==> config.mk <==
export PLATFORM = sky130hd
export DESIGN_NAME = ram_sync
export DESIGN_NICKNAME = d
export VERILOG_FILES = /design/src/rtl/ram_sync.sv
export SDC_FILE = /design/constraint.sdc
export NUM_CORES = 1
export LEC_CHECK = 0
export CAP_MARGIN = 30
export CORE_MARGIN = 2
export CORE_UTILIZATION = 25
export CTS_BUF_LIST = sky130_fd_sc_hd__clkbuf_4 sky130_fd_sc_hd__clkbuf_8 sky130_fd_sc_hd__clkbuf_16
export CTS_CLUSTER_DIAMETER = 40
export DETAILED_ROUTE_END_ITERATION = 8
export PLACE_DENSITY = 0.43
export SYNTH_ARGS = -nofsm -noshare
export SYNTH_HDL_FRONTEND = slang
export SYNTH_SLANG_ARGS = --single-unit
export TNS_END_PERCENT = 1
==> constraint.sdc <==
create_clock -name clk -period 2.19 [get_ports clk]
set_input_delay 0.438 -clock clk [delete_from_list [all_inputs] [get_ports clk]]
set_output_delay 0.438 -clock clk [all_outputs]
set_load 0.05 [all_outputs]
==> src/rtl/ram_sync.sv <==
// Synchronous single-port RAM with byte enables, configurable read latency and a
// sequenced full-array clear that runs after reset or on demand.
//
// state    | meaning
// ---------+-------------------------------------------------------------
// ST_CLEAR | zeroing one word per edge from address 0 up; requests ignored
// ST_READY | accepting reads/writes; clr starts a new clear
module ram_sync #(
    parameter int DEPTH   = 5,
    parameter int WIDTH   = 8,
    parameter int LATENCY = 1
) (
    input  logic               clk,
    input  logic               rst,
    input  logic               cs_n,
    input  logic               req,
    input  logic               we,
    input  logic [DEPTH-1:0]   addr,
    input  logic [WIDTH/8-1:0] be,
    input  logic [WIDTH-1:0]   wdata,
    input  logic               clr,
    output logic               ready,
    output logic [WIDTH-1:0]   rdata,
    output logic               rvalid
);
    localparam int NBYTE = WIDTH / 8;

    localparam logic [0:0] ST_CLEAR = 1'b0;
    localparam logic [0:0] ST_READY = 1'b1;

    logic [0:0]       state;
    logic [DEPTH-1:0] clr_cnt;
    logic             clr_last;
    logic             accept;
    logic             acc_rd;
    logic             acc_wr;
    logic             clr_go;

    logic [WIDTH-1:0] mem [2**DEPTH];

    logic [LATENCY-1:0] pipe_vld;
    logic [WIDTH-1:0]   pipe_dat [LATENCY];

    assign ready    = (state == ST_READY);
    assign accept   = req & ~cs_n & ready & ~clr;
    assign acc_wr   = accept & we;
    assign acc_rd   = accept & ~we;
    assign clr_go   = ready & clr;
    assign clr_last = (clr_cnt == {DEPTH{1'b1}});

    always_ff @(posedge clk or posedge rst) begin
        if (rst) begin
            state   <= ST_CLEAR;
            clr_cnt <= '0;
        end else begin
            case (state)
                ST_CLEAR: begin
                    if (clr_last) begin
                        clr_cnt <= '0;
                        state   <= ST_READY;
                    end else begin
                        clr_cnt <= clr_cnt + 1'b1;
                    end
                end
                ST_READY: begin
                    if (clr) state <= ST_CLEAR;
                end
                default: state <= ST_CLEAR;
            endcase
        end
    end

    // The array itself is never reset; its contents are only trusted after a clear.
    always_ff @(posedge clk) begin
        if (state == ST_CLEAR) begin
            mem[clr_cnt] <= '0;
        end else if (acc_wr) begin
            for (int i = 0; i < NBYTE; i++) begin
                if (be[i]) mem[addr][8*i +: 8] <= wdata[8*i +: 8];
            end
        end
    end

    // Data stages only load behind a valid so rdata holds between pulses.
    always_ff @(posedge clk or posedge rst) begin
        if (rst) begin
            pipe_vld <= '0;
            for (int k = 0; k < LATENCY; k++) pipe_dat[k] <= '0;
        end else begin
            pipe_vld[0] <= acc_rd;
            if (acc_rd) pipe_dat[0] <= mem[addr];
            for (int k = 1; k < LATENCY; k++) begin
                pipe_vld[k] <= pipe_vld[k-1];
                if (pipe_vld[k-1]) pipe_dat[k] <= pipe_dat[k-1];
            end
            if (clr_go) pipe_vld <= '0;
        end
    end

    assign rvalid = pipe_vld[LATENCY-1];
    assign rdata  = pipe_dat[LATENCY-1];

endmodule

### Word-level counts from Yosys, hierarchy flattened

Memories as Yosys holds them, arrays and structs flattened. A register that Yosys moved wholly into a read port is not among the register bits.
Cells that the tools add are included.

| word-level totals | value |
|---|---|
| flip-flop bits (word level) | 7 |
| bits in writable memories | 256 |
| input port bits | 20 |
| output and inout bits | 10 |
| word-level logic and storage cells | 30 |
| memories | 1 |

Memory list:

| name | depth | width | read ports | clocked after Yosys merged registers in | write ports | RTL line | text |
|---|---|---|---|---|---|---|---|
| mem | 32 | 8 | 1 | 1 | 1 | 39 | `logic [WIDTH-1:0] mem [2**DEPTH];` |

| cells by class | value |
|---|---|
| $add $sub $neg | 1 |
| equality and inequality tests | 1 |
| muxes and demuxes | 13 |
| bitwise operators | 10 |
| reductions and logical operators | 1 |

Operators by type and width:

| kind | count |
|---|---|
| 5-bit 2-to-1 mux | 2 |
| 1-bit 2-to-1 mux | 9 |
| 8-bit 2-to-1 mux | 1 |
| 8-bit OR reduction | 1 |
| 1-bit AND | 6 |
| 5-bit by 1-bit adder with 5-bit output, second input constant | 1 |
| 5-bit equality test, second input constant | 1 |
| 1-bit NOT | 4 |
| 1-bit case mux with 2 select lines | 1 |

### Depth between registers and ports, before layout

| logic depth | value |
|---|---|
| word-level depth | 10 |
| gate-level depth with buffers | 8 |
| gate-level depth less buffers | 6 |

### Worst setup path before layout

OpenSTA, ideal clock, no wires.

| timing | value |
|---|---|
| kind | flip-flop to flip-flop |
| start point | reg state (netlist: ready) |
| end point | mem mem[15][0] (enable) |
| setup time | 0.370 ns |
| arrival time | 2.081 ns |
| data required time | 1.820 ns |
| setup slack | -0.261 ns |
| cell stages (with the launch flop) | 8 |
| buffers on the path | 2 |
| period minus slack after synthesis | 2.451 ns |
| cells stage by stage | dfrtp_1 and4bb_1 and3_1 clkbuf_1 buf_2 nand2_1 o22a_1 nor2_1 |

| on the way | value |
|---|---|
| word-level cells in the longest chain between the ends | 8 |
| elaborated cells on any way between the ends | 10 |
| those cells by class | 6 x mux; 3 x bitwise; 1 x reduce/logical |

RTL lines:

| element | RTL line | text |
|---|---|---|
| start, declared | 31 | `logic [0:0] state;` |
| start signal, assigned | 53 | `state <= ST_CLEAR;` |
| start signal, assigned | 60 | `state <= ST_READY;` |
| start signal, assigned | 66 | `if (clr) state <= ST_CLEAR;` |
| 1-bit AND (2 in series) | 45 | `assign accept = req & ~cs_n & ready & ~clr;` |
| 1-bit AND | 46 | `assign acc_wr = accept & we;` |
| 1-bit 2-to-1 mux | 77 | `end else if (acc_wr) begin` |
| 1-bit 2-to-1 mux | 75 | `if (state == ST_CLEAR) begin` |
| 1-bit 2-to-1 mux (implied by the code) | 79 | `if (be[i]) mem[addr][8*i +: 8] <= wdata[8*i +: 8];` |
| 8-bit OR reduction (no line) | n/a |  |
| 5-bit 2-to-1 mux (no line) or 1-bit 2-to-1 mux (tied branches) | n/a |  |
| end, declared | 39 |  |

Several ways; a longest one is shown, not always the timed one.

### Worst setup path in the final report

| timing | value |
|---|---|
| start point | reg pipe_dat, in the netlist rdata[3], read port of mem |
| end point | out rdata[3] |

RTL lines:

| element | RTL line | text |
|---|---|---|
| start, declared | 42 | `logic [WIDTH-1:0] pipe_dat [LATENCY];` |
| end, declared | 23 | `output logic [WIDTH-1:0] rdata,` |

No word-level cell between the ends.

==> impl_metrics.py <==
metrics = {
    "final_layout": {
        "area_delta_synth_final_pct": 30.60,
        "antenna_cells": 0,
        "mostFrequentLayoutCell": "edfxtp_1",
        "final_nets": 818,
        "nFillCells": 4362,
        "mostFrequentLayoutCells": "edfxtp_1 (256), mux2i_1 (129), buf_4 (79), clkbuf_16 (39), a22oi_1 (32)",
        "drive_gt1_share_pct": 29.20,
    },
    "clock_tree": {
        "cts_setup_buffers": 0,
        "clockRootBuffer": "clkbuf_16",
        "path_clk_slew_ps": 60,
        "insertion_delay_ps": 530,
        "htreeDepth": 2,
        "cts_sinks": 271,
        "cts_buffers": 37,
        "cts_tree": "built",
        "cts_buffer_depth": 3,
    },
    "routing": {
        "dr_wl_met3_um": 836,
        "drt-total-wl_um": 27820,
        "route.detailed.drc": 0,
        "first_iter_violations": 389,
        "met1Wirelength_um": 13280,
        "highest_layer": "met4",
        "dr.pass1.iters": 5,
        "ant_nets": 0,
        "wl_per_cell_um": 19.68,
        "dr_total_vias": 6168,
        "wl_met2_um": 13120,
        "vias_per_cell": 4.362,
    },
    "timing": {
        "fin_ws_ps": 43.32,
        "fin_crit_ps": 2147,
        "setup_tns_ps": 0,
        "hold_violations": 0,
        "setup_viol": 0,
        "finalCritPeriodShare_pct": 98.02,
        "drv_slew": 0,
        "relSlewSlack_pct": 65.44,
        "finClkSkew_ps": 18.56,
        "fmax_ghz": 0.4658,
        "rsz0062_at_grt": "true",
        "tightestPinTransition_ps": 517.6,
    },
    "power_and_ir_drop": {
        "p_leak_nw": 5.431,
        "ir_drop_mv": 0.7148,
        "p_per_area_nw_per_um2": 1055,
    },
    "run": {
        "drv_cap": 0,
    },
    "die": {
        "dieArea_um2": 46310,
        "die_x_um": 215.2,
        "start_util_pct": 25.27,
        "io_pins": 30,
        "die_height_um": 215.2,
        "fp.coreArea_um2": 44120,
        "row_count": 77,
    },
    "global_route": {
        "overflow": 0,
        "grt_first_pass_wirelength_um": 41110,
        "grt_pass1_vias": 6289,
        "grt_use_total_pct": 11.98,
        "antenna_found_initial": 0,
        "grt_max_degree": 35,
    },
    "worst_setup_path": {
        "max_stage_delay_ps": 810,
        "cp_data_required_time_ps": 1750,
        "crit_slowest_cell": "clkdlybuf4s50_1",
        "reg2reg_slack_ps": 70,
        "crit_fanout": 2,
        "reg2reg_depth": 8,
        "cp-start-kind": "flop",
        "path_buf_inv": 1,
        "worst_path_dominant_cell_family": "buffers and inverters",
        "arrival_ps": 1710,
        "r2r_end": "mem[31][4]",
        "cp-end-kind": "output port",
        "crit_path_cell_trace": "clkdlybuf4s50_1",
        "worstSetupPathType": "reg2out",
        "r2r_start": "ready",
    },
    "synth": {
        "synth_cell_type_count": 44,
        "syn-cell-area_um2": 11150,
        "synth.ff_latch_count": 271,
        "ys_seq_area_share_pct": 72.31,
        "synth_ff_type": "edfxtp_1",
        "synth_warnings": 0,
        "async_flop_share_pct": 5.535,
        "avgSynthCellArea_um2": 16.97,
        "synth-edff-count": 256,
        "synth_cells": 657,
        "synth_nets": 679,
    },
    "placement": {
        "dp_slack_ps": -604.9,
        "hpwl_um": 18460,
        "port_buffers": 29,
        "gp_congestion": 0.7774,
    },
    "status": {
        "outcome": "complete, no violations",
    },
    "hold_path": {
        "holdCritPathClass": "in2async",
    },
}
[area by class of cell]
cell class	count	area, um^2	share of cell area (%)
Tap cell	592	740.7	5.086
Inverter	4	15.01	0.1031
Clock inverter	20	276.5	1.899
Sequential cell	271	8064	55.37
Timing Repair Buffer	140	1496	10.28
Multi-Input combinational cell	342	2943	20.21
Clock buffer	45	1027	7.054
[power by group]
part,internal [mW],total [mW],switching [mW]
Clock,4.06,6.26,2.20
Sequential,6.20,6.41,0.214
Combinational,1.08,2.69,1.61
Total,11.3,15.4,4.03
[layer usage]
metal  global-route usage [%]  vias up
li1                         -     2906
met1                    16.36     3119
met2                    19.34      106
met3                    1.953       37
met4                    4.115        0
met5                        0        -
[through the flow]
stage,utilization [%],cells,cell area [um^2],hold WS (ps),total power [mW]
after global placement,29.87,1349,13180,500.6,9.195
after detailed placement,29.87,1349,13180,492.9,9.203
after CTS,32.83,1414,14490,217.7,15.50
after global routing,33.00,1414,14560,246.5,15.98
final,33.00,1414,14560,240.7,15.36
after floorplan,-,657,11230,339.4,7.947
[logic make-up after synthesis]
kind of cell	count (synthesis)	share of synthesized area [%]
flip-flops	271	72.31
multiplexers	132	11.88
adder cells (fa/ha/maj)	2	0.2244
buffers and inverters	44	2.671
AND/OR/NAND/NOR	88	3.950
AO/OA/AOI/OAI	120	8.965
[flip-flops by register name, summed over array words and instances, names as in the netlist]
name / cells
rvalid: 1
mem: 256
clr_cnt: 5
rdata: 8
ready: 1
[Yosys cell counts, types with 6 or more instances]
library cell,n,share of area (%)
edfxtp_1,256,69
mux2i_1,129,12
a22oi_1,33,2.2
nor2_1,30,1.0
a21oi_1,24,1.1
a22o_1,16,1.3
nand2_1,16,0.54
dfrtp_1,15,3.4
a221oi_2,13,1.8
clkbuf_1,11,0.37
nor2b_1,10,0.56
buf_6,9,0.91
and2_1,8,0.45
buf_2,8,0.36
o22ai_1,8,0.45
o41ai_2,8,1.2
buf_4,6,0.40
[how the worst max path moves through the flow]
| stage | from | end | slack [ps] | cells past startpoint |
|---|---|---|---|---|
| 2_1_floorplan | ready | mem[1][0] | -40 | 7 |
| 3_3_place_gp | clr | mem[7][1] | -600 | 7 |
| 3_5_place_dp | clr | mem[7][1] | -600 | 7 |
| 4_1_cts | addr[2] | rdata[7] | -30 | 8 |
| 5_1_grt | ready | mem[23][3] | -40 | 7 |
| 6_report | rdata[3] | rdata[3] | 40 | 1 |
[timing repair]
item | in CTS | in global routing
hold buffers | 0 | 0
gates resized for setup | 9 | 17
setup endpoints to repair | 54 | 165
pin swaps | 1 | 1
Power figures use the tool's default switching activity.
